<file path="src/rtl/operand_fetch.sv">
// operand_fetch -- issue stage between decode and execute.
//
// Reads the integer register file, bypasses same-cycle writeback data, tracks
// in-flight destination registers in a busy scoreboard, stalls on RAW/WAW
// hazards and hands the instruction to execute through one output register
// with a valid/ready handshake.
//
// Ports:
//   clk, rst                 clock, synchronous active-high reset
//   flush                    kill held instruction, block issue this cycle
//   id_*                     instruction offered by decode (valid/ready)
//   rf_rs1, rf_rs2           register file read indices
//   rf_rs1_data, rf_rs2_data combinational register file read data
//   wb_valid, wb_rd, wb_data writeback (same strobe as register file write)
//   ex_*                     output register to execute (valid/ready)

// Checker: a writeback must always retire a register some instruction owns.
module operand_fetch_chk (
   input logic        clk,
   input logic        rst,
   input logic        wb_valid,
   input logic [4:0]  wb_rd,
   input logic [31:0] busy
);
   // x0 writebacks are discarded by the register file and never tracked
   wb_owned_a: assert property (@(posedge clk) disable iff (rst)
      (wb_valid && wb_rd != 5'd0) |-> busy[wb_rd]);

   x0_never_busy_a: assert property (@(posedge clk) disable iff (rst)
      busy[0] == 1'b0);
endmodule

module operand_fetch #(
   parameter int XLEN   = 64,
   parameter int CTRL_W = 32
) (
   input  logic              clk,
   input  logic              rst,
   input  logic              flush,
   input  logic              id_valid,
   output logic              id_ready,
   input  logic [4:0]        id_rs1,
   input  logic [4:0]        id_rs2,
   input  logic              id_rs1_used,
   input  logic              id_rs2_used,
   input  logic [4:0]        id_rd,
   input  logic              id_rd_we,
   input  logic [CTRL_W-1:0] id_ctrl,
   output logic [4:0]        rf_rs1,
   output logic [4:0]        rf_rs2,
   input  logic [XLEN-1:0]   rf_rs1_data,
   input  logic [XLEN-1:0]   rf_rs2_data,
   input  logic              wb_valid,
   input  logic [4:0]        wb_rd,
   input  logic [XLEN-1:0]   wb_data,
   output logic              ex_valid,
   input  logic              ex_ready,
   output logic [XLEN-1:0]   ex_rs1_data,
   output logic [XLEN-1:0]   ex_rs2_data,
   output logic [4:0]        ex_rd,
   output logic              ex_rd_we,
   output logic [CTRL_W-1:0] ex_ctrl
);

   function automatic logic [31:0] onehot(input logic [4:0] idx);
      return 32'd1 << idx;
   endfunction

   // Writeback bypass: the register file write lands at the same edge we
   // capture, so its read data is stale for the index being written.
   function automatic logic [XLEN-1:0] bypass(
      input logic [4:0]      src,
      input logic [XLEN-1:0] rf_data,
      input logic            wbv,
      input logic [4:0]      wbr,
      input logic [XLEN-1:0] wbd
   );
      return (wbv && wbr == src && src != 5'd0) ? wbd : rf_data;
   endfunction

   logic [31:0]     busy_r;
   logic [31:0]     wb_clr_s;
   logic [31:0]     flush_clr_s;
   logic [31:0]     set_s;
   logic [31:0]     busy_eff_s;
   logic [31:0]     busy_next_s;
   logic            hazard_s;
   logic            issue_s;
   logic [XLEN-1:0] op1_s;
   logic [XLEN-1:0] op2_s;

   assign rf_rs1 = id_rs1;
   assign rf_rs2 = id_rs2;

   // Hazard detection, handshake and scoreboard next-state
   always_comb begin
      wb_clr_s    = wb_valid ? onehot(wb_rd) : 32'd0;
      // a register retiring this cycle is already free for the next reader
      busy_eff_s  = busy_r & ~wb_clr_s;
      hazard_s    = (id_rs1_used & busy_eff_s[id_rs1])
                  | (id_rs2_used & busy_eff_s[id_rs2])
                  | (id_rd_we & (id_rd != 5'd0) & busy_eff_s[id_rd]);
      id_ready    = ~flush & ~hazard_s & (~ex_valid | ex_ready);
      issue_s     = id_valid & id_ready;
      flush_clr_s = (flush & ex_valid & ex_rd_we) ? onehot(ex_rd) : 32'd0;
      set_s       = (issue_s & id_rd_we & (id_rd != 5'd0)) ? onehot(id_rd) : 32'd0;
      // set is applied last so a new owner wins over the old owner's retire
      busy_next_s = ((busy_r & ~flush_clr_s & ~wb_clr_s) | set_s) & ~32'd1;
      op1_s       = bypass(id_rs1, rf_rs1_data, wb_valid, wb_rd, wb_data);
      op2_s       = bypass(id_rs2, rf_rs2_data, wb_valid, wb_rd, wb_data);
   end

   // Output register to execute and busy scoreboard
   always_ff @(posedge clk) begin
      if (rst) begin
         busy_r      <= 32'd0;
         ex_valid    <= 1'b0;
         ex_rs1_data <= {XLEN{1'b0}};
         ex_rs2_data <= {XLEN{1'b0}};
         ex_rd       <= 5'd0;
         ex_rd_we    <= 1'b0;
         ex_ctrl     <= {CTRL_W{1'b0}};
      end else begin
         busy_r <= busy_next_s;
         if (issue_s) begin
            ex_valid    <= 1'b1;
            ex_rs1_data <= op1_s;
            ex_rs2_data <= op2_s;
            ex_rd       <= id_rd;
            ex_rd_we    <= id_rd_we;
            ex_ctrl     <= id_ctrl;
         end else if (flush || (ex_valid && ex_ready)) begin
            ex_valid <= 1'b0;
         end else begin
            ex_valid <= ex_valid;
         end
      end
   end

   operand_fetch_chk u_chk (
      .clk      (clk),
      .rst      (rst),
      .wb_valid (wb_valid),
      .wb_rd    (wb_rd),
      .busy     (busy_r)
   );

endmodule

</file>
<file path="config.mk">
export PLATFORM = sky130hd
export DESIGN_NAME = operand_fetch
export DESIGN_NICKNAME = d
export VERILOG_FILES = /design/src/rtl/operand_fetch.sv
export SDC_FILE = /design/constraint.sdc
export NUM_CORES = 1
export LEC_CHECK = 0
export BUFFER_PORTS_ARGS = -buffer_cell sky130_fd_sc_hd__buf_2
export CAP_MARGIN = 20
export CORE_AREA = 2 2 166 168
export CTS_CLUSTER_DIAMETER = 120
export CTS_CLUSTER_SIZE = 25
export DETAILED_ROUTE_END_ITERATION = 16
export DIE_AREA = 0 0 168 170
export GPL_TIMING_DRIVEN = 0
export HOLD_SLACK_MARGIN = 0.06
export PLACE_DENSITY = 0.73
export SYNTH_ARGS = -nofsm -noshare
export SYNTH_HDL_FRONTEND = slang
export SYNTH_SLANG_ARGS = --single-unit
export TNS_END_PERCENT = 10
</file>
<file path="constraint.sdc">
create_clock -name clk -period 3.93 [get_ports clk]
set_input_delay 0.5895 -clock clk [delete_from_list [all_inputs] [get_ports clk]]
set_output_delay 0.5895 -clock clk [all_outputs]
set_load 0.02 [all_outputs]
</file>
After elaboration in Yosys (flattened, before gate mapping):

Index checks and enable logic that the tools add are counted.

* input port bits: 253
* register bits: 199

* bitwise operators: 23
* eq/ne operators: 2
* magnitude comparators: 3
* shift-type cells: 3
* muxes and demuxes: 13
* reduce and logical (&&, ||, !) cells: 10

Operators with widths (count)
* $mux W64: 2
* $and A32 B32 Y32: 3
* $mux W32: 3
* $shl A1 B5 Y32 const A: 3
* $not A32 Y32: 2
* $or A32 B32 Y32: 1
* $lt A5 B6 Y1 const B: 3
* $bmux W1 S5: 3
* $reduce_bool A5 Y1: 3
* $and A1 B1 Y1: 11
* $eq A5 B5 Y1: 2
* $logic_and A1 B1 Y1: 5
* $mux W1: 5
* $not A1 Y1: 3
* $or A1 B1 Y1: 3
* $reduce_bool A2 Y1: 1
* $logic_or A1 B1 Y1: 1

Logic depth before layout (Yosys ltp):

* depth after elaboration: 17
* gate-level depth with buffers: 13
* gate-level depth less buffers: 7

Worst setup path before layout:

OpenSTA, ideal clock, no wires.

* path type: input port to flip-flop
* start: in id_rd[0]
* end: reg ex_rs1_data[13]
* cell stages on the path: 11
* arrival: 2793 ps
* data required time: 3809 ps
* path buffers: 5
* library setup time: 121 ps
* setup slack: 1016 ps
* cell sequence: buf_2 -> buf_2 -> mux4_2 -> a211oi_1 -> a21oi_1 -> a221oi_2 -> nand4_1 -> buf_2 -> buf_6 -> buf_6 -> mux2_4

* longest elaborated chain between the ends: 8
* elaborated cells between the ends (all ways): 10
* those cells by class: mux (2); bitwise (7); reduce/logical (1)

RTL lines
* start, declared: RTL line 46 `input logic [4:0] id_rd,`
* $bmux W1 S5 / $reduce_bool A5 Y1 (equally long branches): RTL line 102 `| (id_rd_we & (id_rd != 5'd0) & busy_eff_s[id_rd]);`
* $mux W1 (implied by the code) / $and A1 B1 Y1 (equally long branches): RTL line 102
* $and A1 B1 Y1 (*): RTL line 102
* $or A1 B1 Y1 (*): RTL line 102
* $not A1 Y1 (*): RTL line 103 `id_ready = ~flush & ~hazard_s & (~ex_valid | ex_ready);`
* $and A1 B1 Y1 (*) (2 in a row): RTL line 103
* $and A1 B1 Y1 (*): RTL line 104 `issue_s = id_valid & id_ready;`
* end signal, assigned: RTL line 118 `ex_rs1_data <= {XLEN{1'b0}};`
* end signal, assigned: RTL line 127 `ex_rs1_data <= op1_s;`
* end, declared: RTL line 58 `output logic [XLEN-1:0] ex_rs1_data,`

Every way passes the cells marked *; elsewhere a longest branch is shown, timed or not. The select of a mux whose other input is x is not followed.
A chain may end at the register's enable or synchronous reset.

Final worst setup path:

* start: in wb_rd[3]
* end: reg busy_r[15]

* longest elaborated chain between the ends: 17
* elaborated cells between the ends (all ways): 24
* those cells by class: shift (1); mux (8); bitwise (15)

RTL lines
* start, declared: RTL line 54 `input logic [4:0] wb_rd,`
* $shl A1 B5 Y32 (*): RTL line 66 `return 32'd1 << idx;`
* $mux W32 (*): RTL line 97 `wb_clr_s = wb_valid ? onehot(wb_rd) : 32'd0;`
* $not A32 Y32 (*): RTL line 99, 108
* $and A32 B32 Y32: RTL line 99 `busy_eff_s = busy_r & ~wb_clr_s;`
* $bmux W1 S5, on equally long branches: RTL line 100, 101
* $mux W1, on equally long branches: RTL line 100, 101
* $and A1 B1 Y1, on equally long branches: RTL line 100, 101
* $or A1 B1 Y1: RTL line 101 `| (id_rs2_used & busy_eff_s[id_rs2])`
* $or A1 B1 Y1: RTL line 102
* $not A1 Y1: RTL line 103
* $and A1 B1 Y1 (2 in a row): RTL line 103
* $and A1 B1 Y1: RTL line 104
* $and A1 B1 Y1 (2 in a row): RTL line 106 `set_s = (issue_s & id_rd_we & (id_rd != 5'd0)) ? onehot(id_rd) : 32'd0;`
* $mux W32: RTL line 106
* $or A32 B32 Y32 (*): RTL line 108 `busy_next_s = ((busy_r & ~flush_clr_s & ~wb_clr_s) | set_s) & ~32'd1;`
* end signal, assigned: RTL line 124 `busy_r <= busy_next_s;`
* end, declared: RTL line 81 `logic [31:0] busy_r;`

Marks and branches as above.

==> flow_summary.toml <==
[run_status]
status = "completed"

[clock_tree]
hold_buffers = 0
cts_buffers = 17
cts_buffer_depth = 2
postCtsSetupBuffers = 0
clk_latency_ns = 0.45
clk_pin_slew_worst_paths_ns = 0.10
clock-sinks = 198
postCtsResizedCells = 0
cts_tree = "yes"
cts_max_level = 4
clockRootBuffer = "clkbuf_16"

[final_layout]
layout_common_cells = "456 x buf_2, 198 x dfxtp_1, 176 x mux2i_1"
nets = 2004
finalNonFillerCells = 2110
drive_gt1_share_pct = 37.5
final_common_cell = "buf_2"
area_growth_pct = 26.9
final_util_pct = 56.8
stdcell_area_mm2 = 0.0151

[yosys]
yosysWarnings = 0
synthesis.nets = 1562
yosysTopAreaCellShare_pct = 33.2
synth.ff_latch_count = 198
syn_area_mm2 = 0.0119
synth_area_leader_cell = "dfxtp_1"
ys.flop_type = "dfxtp_1"
netlist_instances = 1309
synth_area_per_cell_um2 = 9.11
synth_cell_type_count = 73
ys_seq_area_share_pct = 33.2
synthArstFlopShare_pct = 0
synth_edf_count = 0
ys_top_cells_by_area = "dfxtp_1 33%, mux2i_1 15%, mux2_2 8.0%"

[worst_setup_path]
crit_start = "wb_rd[3]"
crit_cells = 11
required_ns = 4.25
crit_chain = "buf_2, nand4bb_1, o21ai_0, mux4_2, o211ai_1, a221oi_2, nand4_1, buf_2, buf_6, buf_2, o31ai_1"
start_kind = "primary input"
r2r-start = "busy_r[22]"
cp_top_family = "compound AO/OA/AOI/OAI gates"
path_common_cell = "buf_2"
crit_path_top_delay_cell = "o21ai_0"
ff2ff_setup_slack_ns = 0.93
end_kind = "register"
max_stage_delay_ns = 0.67
critPathKind = "in2reg"
cp.arrival_ns = 3.89
path_buf_inv = 4
worst-path-max-fanout = 10
reg2reg_depth = 10

[timing]
hold_violations = 0
slew-limit-headroom_pct = 27.1
period_share_pct = 90.7
drv_slew = 0
fmax_mhz = 281
holdWs_ns = 0.378
fin_skew_ns = 0.0300
rsz0062_at_grt = "false"
worstMarginPinSlew_ns = 1.09
fin_crit_ns = 3.56
setup_violations = 0

[global_route]
antenna_found_initial = 8
gr-total-overflow = 0
grt_usage_pct = 30.9
grt_pass1_wl_mm = 67.6
grt_max_degree = 23
grt_pass1_vias = 11600

[placement]
place_hpwl_mm = 36.7
numPortBuffers = 422
dp.cells = 2073
postPlaceCellArea_mm2 = 0.0145
finalWeightedCongestion = 1.01

[detailed_routing]
routed_wirelength_mm = 45.9
postRouteAntennaNets = 0
drtIter0Drc = 861
viasPerCell = 5.55
dr.pass1.iters = 7
wl_per_cell_um = 21.8
drcViolationCount = 0
vias = 11700

[die]
ios = 431
initial_core_util_pct = 44.8
die_h_um = 170
core_area_mm2 = 0.0267
fp-row-count = 60
die_w_um = 168
die-area_mm2 = 0.0286

[power]
p_clk_share_pct = 37.3
p_sw_share_pct = 31.8
sequentialPowerShare_pct = 42.1
comb_power_share_pct = 20.5
switchingPower_mw = 1.62
p_int_mw = 3.47
power.static_leakage_nw = 7.52
ir_drop_mv = 0.278
total_power_mw = 5.10
power_density_mw_per_mm2 = 337

[worst_hold_path]
worstHoldStart = "id_ctrl[14]"
whs_path_depth = 3
hold_class = "in2reg"

[flow_run]
max_cap_viol_count = 0
-- synth_stat cells, drive strengths merged (5+ instances only) --
library cell / count
xor2: 8
o2111ai: 19
a311oi: 5
inv: 16
nor2: 154
o31ai: 27
mux2: 136
a21oi: 16
mux4: 5
a31oi: 8
nand3b: 5
nand3: 18
nand2: 123
clkbuf: 56
o211ai: 10
dfxtp: 198
xnor2: 5
or3: 7
mux2i: 176
o21ai: 30
nand2b: 11
buf: 62
nor3: 10
nor2b: 135
-- final timing paths --
| kind | end |
|---|---|
| setup / recovery | busy_r[15] |
| hold / removal | ex_ctrl[14] |
| setup reg to reg | busy_r[15] |
| hold reg to reg | ex_ctrl[1] |
-- sequential cells by signal, indices dropped and copies added, names as in the netlist --
register,count
ex_ctrl,32
ex_valid,1
ex_rd_we,1
ex_rs1_data,64
busy_r,31
ex_rs2_data,64
ex_rd,5
-- power groups by stage --
| stage | clock (mW) | sequential [mW] | combinational, mW |
|---|---|---|---|
| floorplan | 0 | 2.30 | 0.509 |
| global placement | 0 | 2.19 | 1.03 |
| detailed placement | 0 | 2.19 | 1.04 |
| CTS | 1.94 | 2.15 | 1.04 |
| global route | 2.00 | 2.16 | 1.11 |
| finish | 1.90 | 2.15 | 1.05 |
-- worst min-delay path, stage by stage --
cell and delay, ns:
buf_2 0.10, nand2_1 0.04, mux2i_1 0.05
-- area by class of cell --
cell class / count / area (um2)
Multi-Input combinational cell: 977 / 7270
Clock buffer: 17 / 425
Clock inverter: 15 / 216
Inverter: 16 / 60.1
Sequential cell: 198 / 3960
Antenna cell: 5 / 12.5
Timing Repair Buffer: 423 / 2130
Tap cell: 341 / 427
Fill cell: 2457 / 11500
Buffer: 118 / 628
-- routing by layer --
layer	track usage [%]	routed length, um	vias up
met4	13.7	1930	4
met5	0	27	-
li1	-	-	5480
met2	53.7	22500	507
met3	6.51	3120	114
met1	36.9	18300	5603
-- per-stage QoR --
| step | TNS [ns] | setup WS (ns) |
|---|---|---|
| floorplan | 0 | 1.02 |
| global placement | -0.0681 | -0.0406 |
| detailed placement | 0 | 0.0107 |
| CTS | 0 | 0.450 |
| global route | 0 | 0.205 |
| finish | 0 | 0.367 |
-- cells by family after synthesis --
| family | after synthesis | share of synthesized area, % |
|---|---|---|
| AND/OR/NAND/NOR | 496 | 20.8 |
| AO/OA/AOI/OAI | 151 | 9.15 |
| multiplexers | 317 | 30.1 |
| XOR/XNOR | 13 | 0.955 |
| flip-flops | 198 | 33.2 |
| buffers and inverters | 134 | 5.77 |
(Power assumes the default switching activity.)
